<file path="src/rtl/tag_fifo_wr_arb.sv">
// Round-robin write arbiter sharing one tag FIFO write port among NUM_REQ lanes.
// A granted lane keeps the port until its last beat (or MAX_BEATS) so bursts never interleave.
module tag_fifo_wr_arb #(
  parameter int NUM_REQ    = 4,
  parameter int DATA_WIDTH = 32,
  parameter int MAX_BEATS  = 16
) (
  input  logic                          clk,
  input  logic                          rst,
  input  logic [NUM_REQ-1:0]            req_valid_i,
  input  logic [NUM_REQ-1:0]            req_last_i,
  input  logic [NUM_REQ*DATA_WIDTH-1:0] req_data_i,
  output logic [NUM_REQ-1:0]            req_ready_o,
  input  logic                          fifo_full_i,
  output logic                          fifo_wr_cs_o,
  output logic                          fifo_wr_en_o,
  output logic [DATA_WIDTH-1:0]         fifo_data_o,
  output logic [NUM_REQ-1:0]            grant_o,
  output logic                          err_o
);

  localparam int PTR_W = $clog2(NUM_REQ);
  localparam int CNT_W = $clog2(MAX_BEATS + 1);
  localparam logic [PTR_W-1:0] LAST_LANE = PTR_W'(NUM_REQ - 1);
  localparam logic [CNT_W-1:0] CNT_LAST  = CNT_W'(MAX_BEATS - 1);
  localparam logic [PTR_W:0]   NUM_EXT   = (PTR_W + 1)'(NUM_REQ);

  typedef enum logic {IDLE, LOCKED} state_t;

  state_t             state, state_nxt;
  logic [NUM_REQ-1:0] grant, grant_nxt;
  logic [PTR_W-1:0]   ptr, ptr_nxt;
  logic [CNT_W-1:0]   beat_cnt, beat_cnt_nxt;
  logic               err_nxt;

  logic [PTR_W-1:0]   gidx;
  logic [PTR_W-1:0]   win;
  logic [PTR_W:0]     scan;
  logic               found;
  logic               g_valid;
  logic               g_last;
  logic               accept;
  logic               cap_hit;

  // Decode the one-hot grant into a lane index and AND-OR mux its signals.
  always_comb begin
    gidx        = '0;
    g_valid     = 1'b0;
    g_last      = 1'b0;
    fifo_data_o = '0;
    for (int i = 0; i < NUM_REQ; i++) begin
      if (grant[i]) begin
        gidx        = PTR_W'(i);
        g_valid     = req_valid_i[i];
        g_last      = req_last_i[i];
        fifo_data_o = req_data_i[i*DATA_WIDTH +: DATA_WIDTH];
      end
    end
  end

  // Wrap-around search starting at ptr; first valid lane wins.
  always_comb begin
    found = 1'b0;
    win   = '0;
    scan  = '0;
    for (int k = 0; k < NUM_REQ; k++) begin
      scan = {1'b0, ptr} + (PTR_W + 1)'(k);
      if (scan >= NUM_EXT) scan = scan - NUM_EXT;
      if (!found && req_valid_i[scan[PTR_W-1:0]]) begin
        found = 1'b1;
        win   = scan[PTR_W-1:0];
      end
    end
  end

  assign req_ready_o  = grant & {NUM_REQ{~fifo_full_i}};
  assign accept       = (state == LOCKED) & g_valid & ~fifo_full_i;
  assign fifo_wr_cs_o = accept;
  assign fifo_wr_en_o = accept;
  assign grant_o      = grant;
  assign cap_hit      = (beat_cnt == CNT_LAST);

  always_comb begin
    state_nxt    = state;
    grant_nxt    = grant;
    ptr_nxt      = ptr;
    beat_cnt_nxt = beat_cnt;
    err_nxt      = err_o;
    case (state)
      IDLE: begin
        if (found) begin
          state_nxt    = LOCKED;
          grant_nxt    = NUM_REQ'(1) << win;
          beat_cnt_nxt = '0;
        end
      end
      LOCKED: begin
        if (accept) begin
          beat_cnt_nxt = beat_cnt + 1'b1;
          if (g_last || cap_hit) begin
            state_nxt = IDLE;
            grant_nxt = '0;
            ptr_nxt   = (gidx == LAST_LANE) ? '0 : gidx + 1'b1;
            // Forced release without a last beat marks a malformed burst.
            if (cap_hit && !g_last) err_nxt = 1'b1;
          end
        end
      end
      default: state_nxt = IDLE;
    endcase
  end

  always_ff @(posedge clk or negedge rst) begin
    if (!rst) begin
      state    <= IDLE;
      grant    <= '0;
      ptr      <= '0;
      beat_cnt <= '0;
      err_o    <= 1'b0;
    end else begin
      state    <= state_nxt;
      grant    <= grant_nxt;
      ptr      <= ptr_nxt;
      beat_cnt <= beat_cnt_nxt;
      err_o    <= err_nxt;
    end
  end

endmodule

</file>
<file path="config.mk">
export PLATFORM = sky130hd
export DESIGN_NAME = tag_fifo_wr_arb
export DESIGN_NICKNAME = d
export VERILOG_FILES = /design/src/rtl/tag_fifo_wr_arb.sv
export SDC_FILE = /design/constraint.sdc
export NUM_CORES = 1
export LEC_CHECK = 0
export CORE_ASPECT_RATIO = 1.1
export CORE_UTILIZATION = 27
export CTS_BUF_LIST = sky130_fd_sc_hd__clkbuf_4
export DETAILED_ROUTE_END_ITERATION = 6
export GPL_TIMING_DRIVEN = 0
export PLACE_DENSITY_LB_ADDON = 0.2
export SLEW_MARGIN = 20
export SYNTH_ARGS = -nofsm -noshare
export SYNTH_HDL_FRONTEND = slang
export SYNTH_SLANG_ARGS = --single-unit
</file>
<file path="constraint.sdc">
create_clock -name clk -period 1.85 [get_ports clk]
set_input_delay 0.37 -clock clk [delete_from_list [all_inputs] [get_ports clk]]
set_output_delay 0.37 -clock clk [all_outputs]
set_load 0.1 [all_outputs]
</file>
# ---- Word-level counts from Yosys, hierarchy flattened
# Cells that the tools add are included.
dict set report totals {
  inputBits 139
  out_inout_bits 43
  register_bits 13
}
dict set report classes {
  mux 47
  eq_ne 5
  reduce_logical 13
  n_shift 1
  bitwise 5
  n_lt_le_gt_ge 8
  addsub 9
}
# op n
set op_table {}
lappend op_table {{2-to-1 mux 32 bit} 4}
lappend op_table {{2-to-1 mux 2 bit} 11}
lappend op_table {{2-to-1 mux 1 bit} 20}
lappend op_table {{< comparator 2 x 3 -> 1 bit (second input constant)} 4}
lappend op_table {{2-to-1 mux 4 bit} 3}
lappend op_table {{2-to-1 mux 5 bit} 2}
lappend op_table {{one-hot mux 5 bit (2 select lines)} 1}
lappend op_table {{greater-or-equal comparator 3 bit (second input constant)} 3}
lappend op_table {{binary-select mux 1 bit (select 2 bit)} 4}
lappend op_table {{one-hot mux 4 bit (2 select lines)} 1}
lappend op_table {{subtractor 2 x 1 -> 2 bit (second input constant)} 4}
lappend op_table {{adder 2 x 2 -> 3 bit (second input constant)} 2}
lappend op_table {{AND reduction 3 bit} 2}
lappend op_table {{adder 5 x 1 -> 5 bit (second input constant)} 1}
lappend op_table {{equality test 5 x 4 -> 1 bit (second input constant)} 1}
lappend op_table {{AND 4 bit} 1}
lappend op_table {{logical AND 1 bit} 4}
lappend op_table {{zero test 1 bit} 4}
lappend op_table {{inequality test 2 bit (second input constant)} 2}
lappend op_table {{AND reduction 4 bit} 1}
lappend op_table {{left shift 1 x 2 -> 4 bit (first input constant)} 1}
lappend op_table {{adder 2 x 1 -> 3 bit (second input constant)} 1}
lappend op_table {{greater-or-equal comparator 2 x 3 -> 1 bit (second input constant)} 1}
lappend op_table {{adder 2 x 1 -> 2 bit (second input constant)} 1}
lappend op_table {{other kinds (7)} 9}

# ---- Logic depth before layout (Yosys ltp)
# Gate-level depths: netlist of run 1.
dict set report depth {
  word_depth 17
  mapped_depth 7
}

# ---- Worst setup path after synthesis of run 1
# No wires, ideal clock.
dict set report synth_path {
  path_kind {flip-flop to output port}
  startpoint {register grant[1], in the netlist grant_o[1]}
  endpoint {output port fifo_data_o[0]}
  arrival_ps 3947
  stages_incl_launch_ff 5
  n_path_buf 2
  t_required_ps 1480
  slack_ps -2467
  cell_sequence {dfrtp_1 buf_2 buf_1 a221oi_1 o31ai_1}
}
dict set report synth_between {
  elab_chain_len 3
}
# item line_no
set synth_lines {}
lappend synth_lines {{from (decl)} 31} ;# logic [NUM_REQ-1:0] grant, grant_nxt;
lappend synth_lines {{from (signal assigned)} 122} ;# grant <= grant_nxt;
lappend synth_lines {{2-to-1 mux 32 bit (3 in series)} 52} ;# if (grant[i]) begin
lappend synth_lines {{to (decl)} 17} ;# output logic [DATA_WIDTH-1:0] fifo_data_o,
# Every way passes these cells.

# ---- Final worst setup path of run 1
dict set report layout_path {
  startpoint {register grant[1], in the netlist grant_o[1]}
  endpoint {output port fifo_data_o[5]}
}
# Same word-level chain as after synthesis.

==> results.yml, run 1 <==
synthesis:
  yosysTopAreaCell: "dfrtp_1"
  synth_edf_count: 0
  synth_nets: 378
  synth_seq_cells: 13
  async_reset_ff_share_pct: 100
  synth_area_mm2: 0.00171
  ys.flop_type: "dfrtp_1"
  synth_area_leaders: "dfrtp_1 (19%), a221oi_1 (16%), o31ai_1 (14%)"
  ys_seq_area_share_pct: 19.0
  synthCells: 237
  synth_top_area_share_pct: 19.0
  synth_warnings: 0
  synth.most_common_cell: "nand2_1"
  synth.top_cells.by_count: "nand2_1 (44), nor2_1 (36), o31ai_1 (32)"
  postSynthAreaPerCell_um2: 7.22
  synth_cell_types: 36
finish:
  stdcell_count: 516
  area_delta_synth_final_pct: 213
  num-fill-cells: 274
  nNetsFinal: 577
  layout-drive-gt1-share_pct: 39.5
timing:
  setup_viol: 37
  tightest_slew_ps: 582
  skew_ps: 6.71
  rsz0062_at_grt: "true"
  max_clock_freq_mhz: 451
  final-max-slew-violation-count: 0
  worst_slack_ps: -368
  fin_crit_ps: 2220
  holdWs_ps: 459
  slew_headroom_pct: 61.1
  tns_ps: -11050
  finalCritPeriodShare_pct: 120
  final_hold_viol_count: 0
clocking:
  cts_root_buf: "clkbuf_4"
  cts_hold_buf: 0
  clkLatencyLatePin_ps: 280
  cts.sinks: 13
  numCtsBuffers: 3
  clk_pin_slew_ps: 80
  clk_path_buf_depth: 2
  htreeDepth: 1
  cts_tree: "done"
setup_path:
  required_ps: 1480
  critPathMaxFanout: 10
  rrSetupSlack_ps: -10
  startpoint_type: "flip-flop"
  worstSetupPathType: "reg -> out"
  cp.arrival_ps: 1850
  cp-end-kind: "output pin"
placement:
  dpl.hpwl_mm: 7.24
  dp.cells: 498
  portBuffers: 181
  place_ws_ps: -1550
  gp_congestion: 0.828
global_route:
  grt_pass1_vias: 3033
  grt_pass1_wl_mm: 16.7
  grt_overflow: 0
  antenna_found_initial: 1
  grt_max_degree: 14
  grtUsageTotal_pct: 32.5
drt:
  dr.first_iter.drc_count: 189
  avgViaCountPerCell: 5.95
  drc: 0
  drtAntennaViolNets: 0
  dr_total_vias: 3068
  first_pass_iters: 5
  wl_per_cell_um: 25.1
  wl_mm: 12.9
power:
  p_leak_nw: 1.94
  powerDensity_mw_per_mm2: 160
  irDropWorstVdd_uv: 351
  total_power_w: 0.000856
run_status:
  status: "finished, violations left"
  violations: "setup timing"
die:
  core_area_mm2: 0.00616
  dieArea_mm2: 0.00666
  num_rows: 30
  die_x_um: 77.9
  start_util_pct: 27.8
  io_pins: 182
  die_h_um: 85.5
worst_hold_path:
  hold_path_class: "in -> async"
job:
  drv_cap: 0
==> cells in the final DEF, fill, tap and decap left out, types with 4 or more instances in the layout <==
master,count
clkdlybuf4s50_1,133
nand2_1,43
buf_12,41
nor2_1,35
o31ai_4,31
a221oi_4,24
buf_4,14
dfrtp_1,9
clkbuf_4,7
a221oi_2,7
clkbuf_8,6
mux2i_1,6
a21oi_1,5
dlygate4sd2_1,5
buf_8,4
dfrtp_4,4
==> sequential cells by signal, indices dropped and copies added (netlist names) <==
name,count
state,1
err_o,1
ptr,2
beat_cnt,5
grant_o,4
==> critical path, stage by stage, from the launching register on <==
cell and delay, ps:
dfrtp_4 540, nor2b_4 140, buf_12 150, buf_16 170
a221oi_4 90, o31ai_4 260, buf_12 210
==> final cells by class <==
| type | instances | area, um^2 | share of cell area [%] |
|---|---|---|---|
| well taps | 80 | 100 | 1.87 |
| plain buffers | 24 | 349 | 6.52 |
| diodes | 1 | 2.50 | 0.0467 |
| clock buffers | 4 | 30.0 | 0.561 |
| inverters | 5 | 25.0 | 0.467 |
| multi-input cells | 195 | 2240 | 41.8 |
| repair buffers | 194 | 2270 | 42.4 |
| flip-flops and latches | 13 | 340 | 6.36 |
==> through the flow <==
stage	util, %	instance area [um^2]
after floorplan	-	2300
after global placement	68.5	4220
after detailed placement	68.5	4220
after CTS	82.8	5100
after global routing	87.0	5360
final	87.0	5360
==> power by group <==
part,leakage (nW),switching [W],total (W),internal (W)
Clock,0.0184,0.0000922,0.000190,0.0000982
Sequential,0.168,0,0.000284,0.000284
Combinational,1.76,0.000122,0.000382,0.000260
==> routing by layer <==
layer  track usage, %  wire length, um
met5                0                0
met4             10.5              823
met3             9.03             1110
met2             60.7             6710
met1             34.9             4290
==> path summary, 6_finish.rpt <==
check	startpoint	to	cells past startpoint
max	grant_o[1]	fifo_data_o[5]	6
min	rst	state	1
max reg2reg	grant_o[2]	ptr[0]	6
min reg2reg	err_o	err_o	1
max in group asynchronous	rst	grant_o[1]	1
min in group clk	err_o	err_o	1
==> cell families after synthesis <==
group                      share of synthesized area (%)
and+or+nand+nor                                     24.7
DFF                                                 19.0
buffers and inverters                               7.53
AOI/OAI and AO/OA                                   42.1
muxes                                               5.27
adders and majority gates                           1.46
==> timing repair <==
| action | 4_1_cts | 5_1_grt |
|---|---|---|
| buffers inserted | 5 | 7 |
| pin swaps | 2 | 9 |
| resized for setup | 426 | 32 |
| cloned | 0 | 1 |
| setup endpoints to repair | 46 | 41 |
Note: power is estimated with default switching activity, not from simulation.
==> run 2, diff against run 1 <==
--- a/config.mk
+++ b/config.mk
@@ -5,12 +5,12 @@
 export SDC_FILE = /design/constraint.sdc
 export NUM_CORES = 1
 export LEC_CHECK = 0
-export CORE_ASPECT_RATIO = 1.1
+export CORE_ASPECT_RATIO = 0.8
 export CORE_UTILIZATION = 27
 export CTS_BUF_LIST = sky130_fd_sc_hd__clkbuf_4
 export DETAILED_ROUTE_END_ITERATION = 6
 export GPL_TIMING_DRIVEN = 0
-export PLACE_DENSITY_LB_ADDON = 0.2
+export PLACE_DENSITY_LB_ADDON = 0.25
 export SLEW_MARGIN = 20
 export SYNTH_ARGS = -nofsm -noshare
 export SYNTH_HDL_FRONTEND = slang
==> results.yml, run 2 (synthesis results as in run 1) <==
run_status:
  status: "finished, violations left"
  violations: "setup timing"
clocking:
  clk_pin_slew_ps: 80
  clk_path_buf_depth: 2
  cts_tree: "done"
  clkLatencyLatePin_ps: 280
  htreeDepth: 1
  cts.sinks: 13
  numCtsBuffers: 3
  cts_root_buf: "clkbuf_4"
finish:
  layout-drive-gt1-share_pct: 39.4
  largest-register: "beat_cnt"
  nNetsFinal: 579
  n_antenna_cell: 0
  layout_commonest_cell: "clkdlybuf4s50_1"
  final_cell_mix: "clkdlybuf4s50_1 (133), nand2_1 (43), buf_12 (36), nor2_1 (35), o31ai_4 (31)"
  largest_reg_flops: 5
  area_delta_synth_final_pct: 204
  final_area_mm2: 0.00519
drt:
  dr_total_vias: 2958
  drtAntennaViolNets: 0
  dr.first_iter.drc_count: 100
  wl_mm: 11.3
  drc: 0
  avgViaCountPerCell: 5.71
  wl_per_cell_um: 21.9
  first_pass_iters: 5
placement:
  gp_congestion: 0.832
  dpl.hpwl_mm: 7.05
  placed_cell_area_mm2: 0.00422
  place_ws_ps: -1590
  portBuffers: 181
timing:
  rsz0062_at_grt: "true"
  skew_ps: 2.31
  max_clock_freq_mhz: 444
  tightest_slew_ps: 611
  final-max-slew-violation-count: 0
  slew_headroom_pct: 59.2
  worst_slack_ps: -403
  fin_crit_ps: 2250
  final_hold_viol_count: 0
  tns_ps: -11070
  finalCritPeriodShare_pct: 122
  setup_viol: 35
global_route:
  grt_overflow: 0
  grt_pass1_vias: 3035
  met2_usage_pct: 56.3
  antenna_found_initial: 0
  met3_usage_pct: 8.75
  grtUsageTotal_pct: 30.7
  grt_max_degree: 14
  grtUsageMet1_pct: 33.4
  busiest_layer: "met2"
  grt_pass1_wl_mm: 15.9
power:
  switching_share_pct: 25.1
  p_leak_nw: 1.92
  power.switching_w: 0.000209
  pwr-share-comb_pct: 44.6
  p_seq_share_pct: 34.0
  irDropWorstVdd_uv: 368
  clock_power_share_pct: 21.4
  powerDensity_mw_per_mm2: 160
  power.internal_w: 0.000624
setup_path:
  cp.arrival_ps: 1880
  cp-end-kind: "output pin"
  startpoint_type: "flip-flop"
  required_ps: 1480
  critPathMaxFanout: 10
  worstSetupPathType: "reg -> out"
  ff2ff_path_depth: 8
die:
  core_area_mm2: 0.00601
  io_pins: 182
  die_h_um: 73.2
  die_x_um: 91.0
  dieArea_mm2: 0.00666
  num_rows: 25
  start_util_pct: 28.5
worst_hold_path:
  hold_path_class: "in -> async"
job:
  drv_cap: 0
## run 2: changes by cell type in the layout (fill, tap and decap cells not counted), sizes merged
cell	delta
buf	+5
clkbuf	-3
clkdlybuf4s15	-1
clkinv	+1
diode	-1
## run 2: path summary, 6_finish.rpt
path | end | start | slack, ps
min in group clk | beat_cnt[3] | beat_cnt[3] | 470
max reg2reg | err_o | grant_o[2] | 20
min | beat_cnt[0] | rst | 470
min reg2reg | beat_cnt[3] | beat_cnt[3] | 470
max in group asynchronous | grant_o[1] | rst | 930
max | fifo_data_o[3] | grant_o[0] | -400
## run 2: routing by layer
layer	part of all wire (%)	routed length, um
met2	51	5810
met1	37	4230
met4	3.4	388
met3	7.9	895
met5	0	0
## run 2: worst max-delay path, stage by stage (launching register included)
cell and delay (ps):
dfrtp_4 520, nor2b_4 150, buf_12 140, buf_12 150, a221oi_2 350, o31ai_4 110
buf_12 180
## run 2: stage by stage
stage / power (W) / hold slack (ps) / utilization, % / cells
6_report: 0.000833 / 466 / 86.5 / 518
2_1_floorplan: 0.000303 / 74.4 / - / 237
4_1_cts: 0.000815 / 471 / 81.3 / 507
3_3_place_gp: 0.000615 / 453 / 70.2 / 499
5_1_grt: 0.000874 / 479 / 86.5 / 518
3_5_place_dp: 0.000618 / 455 / 70.2 / 499
## run 2: timing repair
| action | 4_1_cts | 5_1_grt |
|---|---|---|
| setup endpoints to repair | 45 | 44 |
| buffers inserted | 4 | 11 |
| pin swaps | 2 | 9 |
| resized for setup | 394 | 47 |
| hold buffers | 0 | 0 |
| cloned | 0 | 1 |
## run 2: final cells by class
cell class / instances / area, um^2
Timing Repair Buffer: 196 / 2260
Multi-Input combinational cell: 195 / 2130
Fill cell: 289 / 813
Sequential cell: 13 / 340
Buffer: 24 / 313
Tap cell: 81 / 101
Inverter: 5 / 25.0
Clock buffer: 3 / 22.5
Clock inverter: 1 / 5.00
## run 2: power by group through the flow
stage	clock, W	sequential, W	combinational [W]
floorplan	0	0.000290	0.0000134
global placement	0	0.000290	0.000325
detailed placement	0	0.000290	0.000328
CTS	0.000185	0.000284	0.000346
global route	0.000204	0.000284	0.000386
finish	0.000178	0.000284	0.000371
